[src/rtl/peripheral_mpi_noc_arbiter_if.sv]
// NoC merge bus: N requester streams in, one merged stream out, plus lock status.
// The slave modport is the arbiter side; the master modport is the endpoint/router side.
interface peripheral_mpi_noc_arbiter_if #(
    parameter int NOC_FLIT_WIDTH = 32,
    parameter int N              = 2
);
    logic [N-1:0][NOC_FLIT_WIDTH-1:0] in_flit;
    logic [N-1:0]                     in_last;
    logic [N-1:0]                     in_valid;
    logic [N-1:0]                     in_ready;
    logic [NOC_FLIT_WIDTH-1:0]        out_flit;
    logic                             out_last;
    logic                             out_valid;
    logic                             out_ready;
    logic [N-1:0]                     grant;
    logic                             locked;

    modport slave (
        input  in_flit, in_last, in_valid, out_ready,
        output in_ready, out_flit, out_last, out_valid, grant, locked
    );

    modport master (
        output in_flit, in_last, in_valid, out_ready,
        input  in_ready, out_flit, out_last, out_valid, grant, locked
    );
endinterface

[src/rtl/peripheral_mpi_noc_arbiter.sv]
// Packet-atomic round-robin merge of N NoC streams onto one link, registered output.
// A requester that starts a multi-flit packet owns the link until its last flit.
module peripheral_mpi_noc_arbiter_lane #(
    parameter int W = 32
) (
    input  logic         i_sel,
    input  logic         i_load_en,
    input  logic [W-1:0] i_flit,
    input  logic         i_last,
    output logic         o_ready,
    output logic [W-1:0] o_flit,
    output logic         o_last
);
    // Unselected lanes contribute zero so the top can OR-reduce without a mux tree.
    assign o_ready = i_sel & i_load_en;
    assign o_flit  = i_sel ? i_flit : '0;
    assign o_last  = i_sel & i_last;
endmodule

module peripheral_mpi_noc_arbiter #(
    parameter int NOC_FLIT_WIDTH = 32,
    parameter int N              = 2
) (
    input  logic                          clk,
    input  logic                          rst,
    peripheral_mpi_noc_arbiter_if.slave   io_noc
);
    localparam int PW = (N > 1) ? $clog2(N) : 1;

    typedef enum logic {S_IDLE, S_LOCKED} state_t;

    state_t                           r_state, w_state_nxt;
    logic [PW-1:0]                    r_ptr, r_owner;
    logic [PW-1:0]                    w_cand, w_sel, w_ptr_nxt;
    logic                             w_cand_vld, w_sel_vld;
    logic                             w_load_en, w_xfer, w_sel_last;
    logic [N-1:0]                     w_lane_sel, w_ready, w_lane_last;
    logic [N-1:0][NOC_FLIT_WIDTH-1:0] w_lane_flit;
    logic [NOC_FLIT_WIDTH-1:0]        w_flit;
    logic [NOC_FLIT_WIDTH-1:0]        r_out_flit;
    logic                             r_out_last, r_out_valid;
    logic [N-1:0]                     r_grant;

    // Round-robin search: lanes at or above ptr first, then wrap to the lanes below it.
    always_comb begin
        w_cand     = '0;
        w_cand_vld = 1'b0;
        for (int i = 0; i < N; i++) begin
            if (!w_cand_vld && io_noc.in_valid[i] && (PW'(i) >= r_ptr)) begin
                w_cand     = PW'(i);
                w_cand_vld = 1'b1;
            end
        end
        for (int i = 0; i < N; i++) begin
            if (!w_cand_vld && io_noc.in_valid[i] && (PW'(i) < r_ptr)) begin
                w_cand     = PW'(i);
                w_cand_vld = 1'b1;
            end
        end
    end

    assign w_load_en = !r_out_valid | io_noc.out_ready;
    assign w_ptr_nxt = (w_sel == PW'(N - 1)) ? '0 : w_sel + PW'(1);

    // State register
    always_ff @(posedge clk) begin
        if (rst) r_state <= S_IDLE;
        else     r_state <= w_state_nxt;
    end

    // Next-state logic
    always_comb begin
        w_state_nxt = r_state;
        case (r_state)
            S_IDLE:   if (w_xfer && !w_sel_last) w_state_nxt = S_LOCKED;
            S_LOCKED: if (w_xfer && w_sel_last)  w_state_nxt = S_IDLE;
            default:  w_state_nxt = S_IDLE;
        endcase
    end

    // Output logic: in LOCKED the owner keeps the lane even while it stalls.
    always_comb begin
        w_sel      = r_owner;
        w_sel_vld  = 1'b1;
        w_lane_sel = '0;
        if (r_state == S_IDLE) begin
            w_sel     = w_cand;
            w_sel_vld = w_cand_vld;
        end
        for (int i = 0; i < N; i++)
            w_lane_sel[i] = !rst && w_sel_vld && (w_sel == PW'(i));
    end

    for (genvar gi = 0; gi < N; gi++) begin : g_lane
        peripheral_mpi_noc_arbiter_lane #(.W(NOC_FLIT_WIDTH)) u_lane (
            .i_sel     (w_lane_sel[gi]),
            .i_load_en (w_load_en),
            .i_flit    (io_noc.in_flit[gi]),
            .i_last    (io_noc.in_last[gi]),
            .o_ready   (w_ready[gi]),
            .o_flit    (w_lane_flit[gi]),
            .o_last    (w_lane_last[gi])
        );
    end

    always_comb begin
        w_flit = '0;
        for (int i = 0; i < N; i++) w_flit = w_flit | w_lane_flit[i];
    end

    assign w_sel_last = |w_lane_last;
    assign w_xfer     = |(io_noc.in_valid & w_ready);

    always_ff @(posedge clk) begin
        if (rst) begin
            r_ptr       <= '0;
            r_owner     <= '0;
            r_out_flit  <= '0;
            r_out_last  <= 1'b0;
            r_out_valid <= 1'b0;
            r_grant     <= '0;
        end else begin
            if (w_xfer) begin
                r_out_flit  <= w_flit;
                r_out_last  <= w_sel_last;
                r_out_valid <= 1'b1;
            end else if (io_noc.out_ready) begin
                r_out_valid <= 1'b0;
            end
            if (w_xfer && w_sel_last) begin
                r_ptr   <= w_ptr_nxt;
                r_grant <= '0;
            end else if (w_xfer && (r_state == S_IDLE)) begin
                r_owner <= w_sel;
                r_grant <= w_lane_sel;
            end
        end
    end

    assign io_noc.in_ready  = w_ready;
    assign io_noc.out_flit  = r_out_flit;
    assign io_noc.out_last  = r_out_last;
    assign io_noc.out_valid = r_out_valid;
    assign io_noc.grant     = r_grant;
    assign io_noc.locked    = (r_state == S_LOCKED);
endmodule

[src/flat_wrapper.sv]
// flat-port wrapper written by rule: the top's interface ports become plain ports
module peripheral_mpi_noc_arbiter_flat 
#(
    parameter int NOC_FLIT_WIDTH = 32,
    parameter int N              = 2
)
  (clk, rst, io_noc_in_flit, io_noc_in_last, io_noc_in_valid, io_noc_out_ready, io_noc_in_ready, io_noc_out_flit, io_noc_out_last, io_noc_out_valid, io_noc_grant, io_noc_locked);
  peripheral_mpi_noc_arbiter_if #(.NOC_FLIT_WIDTH(NOC_FLIT_WIDTH), .N(N)) io_noc_i ();
  input  logic clk;
  input  logic rst;
  input wire logic [$bits(io_noc_i.in_flit)-1:0] io_noc_in_flit;
  input wire logic [$bits(io_noc_i.in_last)-1:0] io_noc_in_last;
  input wire logic [$bits(io_noc_i.in_valid)-1:0] io_noc_in_valid;
  input wire logic [$bits(io_noc_i.out_ready)-1:0] io_noc_out_ready;
  output wire logic [$bits(io_noc_i.in_ready)-1:0] io_noc_in_ready;
  output wire logic [$bits(io_noc_i.out_flit)-1:0] io_noc_out_flit;
  output wire logic [$bits(io_noc_i.out_last)-1:0] io_noc_out_last;
  output wire logic [$bits(io_noc_i.out_valid)-1:0] io_noc_out_valid;
  output wire logic [$bits(io_noc_i.grant)-1:0] io_noc_grant;
  output wire logic [$bits(io_noc_i.locked)-1:0] io_noc_locked;
  assign io_noc_i.in_flit = io_noc_in_flit;
  assign io_noc_i.in_last = io_noc_in_last;
  assign io_noc_i.in_valid = io_noc_in_valid;
  assign io_noc_i.out_ready = io_noc_out_ready;
  assign io_noc_in_ready = io_noc_i.in_ready;
  assign io_noc_out_flit = io_noc_i.out_flit;
  assign io_noc_out_last = io_noc_i.out_last;
  assign io_noc_out_valid = io_noc_i.out_valid;
  assign io_noc_grant = io_noc_i.grant;
  assign io_noc_locked = io_noc_i.locked;
  peripheral_mpi_noc_arbiter #(.NOC_FLIT_WIDTH(NOC_FLIT_WIDTH), .N(N)) u_core (.clk(clk), .rst(rst), .io_noc(io_noc_i));
endmodule
[config.mk]
export PLATFORM = sky130hd
export DESIGN_NAME = peripheral_mpi_noc_arbiter_flat
export DESIGN_NICKNAME = d
export VERILOG_FILES = /design/src/rtl/peripheral_mpi_noc_arbiter_if.sv /design/src/rtl/peripheral_mpi_noc_arbiter.sv /design/src/flat_wrapper.sv
export SDC_FILE = /design/constraint.sdc
export NUM_CORES = 1
export LEC_CHECK = 0
export CORE_MARGIN = 2
export CORE_UTILIZATION = 45
export CTS_BUF_LIST = sky130_fd_sc_hd__clkbuf_8
export DETAILED_ROUTE_END_ITERATION = 10
export DONT_BUFFER_PORTS = 1
export PLACE_DENSITY_LB_ADDON = 0.15
export SYNTH_ARGS = -nofsm -noshare
export SYNTH_HDL_FRONTEND = slang
export SYNTH_SLANG_ARGS = --single-unit
[constraint.sdc]
create_clock -name clk -period 2 [get_ports clk]
set_input_delay 0.4 -clock clk [delete_from_list [all_inputs] [get_ports clk]]
set_output_delay 0.4 -clock clk [all_outputs]
set_load 0.02 [all_outputs]
==> impl_metrics.toml <==
[yosys]
synthFlopType = "dfxtp_1"
yosysUniqueCellTypes = 34
syn_area_per_cell_um2 = 10.2
syn_area_um2 = 2020
synth_nets = 270
ys_seq_area_share_pct = 38.6
ys_warn_count = 0
ys_ff_latch = 39
syn_inst = 199
async_flop_share_pct = 0
synth_edf_count = 0

[grt]
antenna_found_initial = 0
grt_pass1_vias = 1598
grt_usage_pct = 18.9
grt_pass1_wl_um = 7680
grt_overflow = 0
grt_max_degree = 47

[critical_path]
worst_ep_required_time_ns = 1.60
critical_path.max_fanout = 7
cp-start-kind = "flop"
critPathKind = "reg2out"
critPathCaptureType = "output port"
cp.arrival_ns = 1.46

[route]
drt-total-wl_um = 4770
post_drt_wl_per_cell_um = 19.1
first_pass_iters = 4
viasPerCell = 6.24
drtIter0Drc = 70
vias = 1559
antenna_left = 0
drc_errors = 0

[run_status]
outcome = "finished clean"

[clock_tree]
cts_hold_buf = 0
clkTransAtPathRegs_ns = 0.07
post-cts-setup-buffers = 0
htreeDepth = 2
clkLatencyLatePin_ns = 0.28
numCtsBuffers = 5
root_buffer = "clkbuf_8"
cts_tree = "built"
clockBufferDepth = 2
clock-sinks = 39

[timing]
setup_slack_ns = 0.137
fin_setup_tns_ns = 0
slew_violations = 0
fin_crit_sh_pct = 93.1
worst-slew-pin-transition_ns = 0.336
finalHoldViolCount = 0
setup_viol = 0
fmaxAchievable_mhz = 537
max_slew_margin_pct = 77.6
grt_setup_unrepaired = "false"
clock_skew_ns = 0.00249
period_needed_ns = 1.86

[final_layout]
synthToLayoutAreaGrowth_pct = 3.59
final_common_cell = "dfxtp_1"
post-route-util_pct = 48.1
drive_gt1_share_pct = 28.8
diodes = 0
final_net_count = 268
mostFrequentLayoutCells = "dfxtp_1, nor2_1, nor3_1"

[floorplanning]
start_util_pct = 46.4
ioPinCount = 110
design.core.area_um2 = 4350
row_count = 24
die-area_um2 = 5050
fp.dieW_um = 71.0
die_h_um = 71.0

[power_and_ir_drop]
combPwrFrac_pct = 21.3
clock_power_share_pct = 25.7
cellPowerDensity_nw_per_um2 = 897
p_sw_share_pct = 32.8
p_sw_uw = 616
cell_internal_pwr_uw = 1260
seq_power_share_pct = 53.0
ir_worst_vdd_uv = 381
leakagePower_uw = 0.000791

[job]
cap_violations = 0

[place]
portBuffers = 0
gp_congestion = 0.755
dp_slack_ns = 0.0510
hpwl_um = 3440

[min_path]
hold_path.class = "in2reg"
## path summary, 6_finish.rpt
kind                            from                         end  slack, ns  depth (start not counted)
max reg2reg  u_core.io_noc.out_valid  u_core.io_noc.out_flit[31]       0.18                          6
min reg2reg                     flop                        flop       0.56                          2
min                              rst                        flop       0.18                          1
max                             flop          io_noc_in_ready[0]       0.14                          4
## area by class of cell
type	count	area, µm²
fill	404	2260
multi-input combinational	136	1040
sequential	39	782
timing repair buffer	14	118
clock buffer	5	68.8
tap	52	65.1
clock inverter	3	12.5
inverter	1	3.75
## what timing repair did
action,in CTS,in global routing
endpoints found under the hold margin,0,0
endpoints found under the setup margin,1,12
resized for setup,1,1
pin swaps,0,0
## critical path, stage by stage, from the launching register on
cell and delay (ns):
dfxtp_2 0.48, mux2i_4 0.32, nand2b_1 0.12, nor2_1 0.12
buf_4 0.14
## cell usage after synthesis (2+ instances only)
master | count | area (µm²)
nor2_1 | 37 | 139
nor2b_1 | 5 | 31.3
nor3b_1 | 2 | 15.0
nor3_1 | 31 | 155
dfxtp_1 | 39 | 781
o2bb2ai_1 | 2 | 17.5
o21ai_0 | 3 | 15.0
nand2_1 | 5 | 18.8
clkbuf_1 | 4 | 15.0
a221oi_1 | 4 | 35.0
buf_8 | 2 | 30.0
a21oi_1 | 2 | 10.0
a221oi_2 | 28 | 420
mux2i_1 | 2 | 20.0
buf_6 | 7 | 78.8
buf_4 | 8 | 60.1
## per-stage QoR
| step | instances | power (µW) | hold WS (ns) | area, µm² |
|---|---|---|---|---|
| 6_report | 250 | 1880 | 0.179 | 2090 |
| 5_1_grt | 250 | 2000 | 0.165 | 2090 |
| 4_1_cts | 250 | 1920 | 0.160 | 2090 |
| 3_5_place_dp | 242 | 1420 | 0.476 | 2010 |
| 3_3_place_gp | 242 | 1400 | 0.475 | 2010 |
| 2_1_floorplan | 199 | 1370 | 0.550 | 2020 |
## power groups by stage
stage | Combinational [µW] | Clock, µW | Sequential [µW]
4_1_cts | 405 | 513 | 997
6_report | 400 | 483 | 997
3_3_place_gp | 384 | 0 | 1010
2_1_floorplan | 371 | 0 | 1000
5_1_grt | 445 | 546 | 1010
3_5_place_dp | 403 | 0 | 1010
## per-layer routing
metal | track usage (%) | part of all wire [%] | wire length [µm] | up-vias
met5 | 0 | 0 | 0 | -
met4 | 5.45 | 0.99 | 47 | 0
met3 | 6.41 | 8.5 | 407 | 6
met2 | 33.0 | 51 | 2420 | 70
met1 | 22.0 | 40 | 1900 | 746
li1 | - | - | - | 737
## registers in the layout, indices dropped and copies added, names as in the netlist, named ones only
register and count:
u_core.io_noc.out_valid 1, u_core.io_noc.out_last 1, u_core.io_noc.out_flit 32, u_core.r_owner 1
u_core.io_noc.grant 2, u_core.r_ptr 1
## cells by family after synthesis
kind of cell           count (synthesis)  synth area share (%)
multiplexers                           3                  2.10
AO/OA/AOI/OAI                         47                  28.7
flip-flops                            39                  38.6
AND/OR/NAND/NOR                       86                  20.1
buffers and inverters                 24                  10.5
No activity file was read; power rests on OpenSTA's default activity.
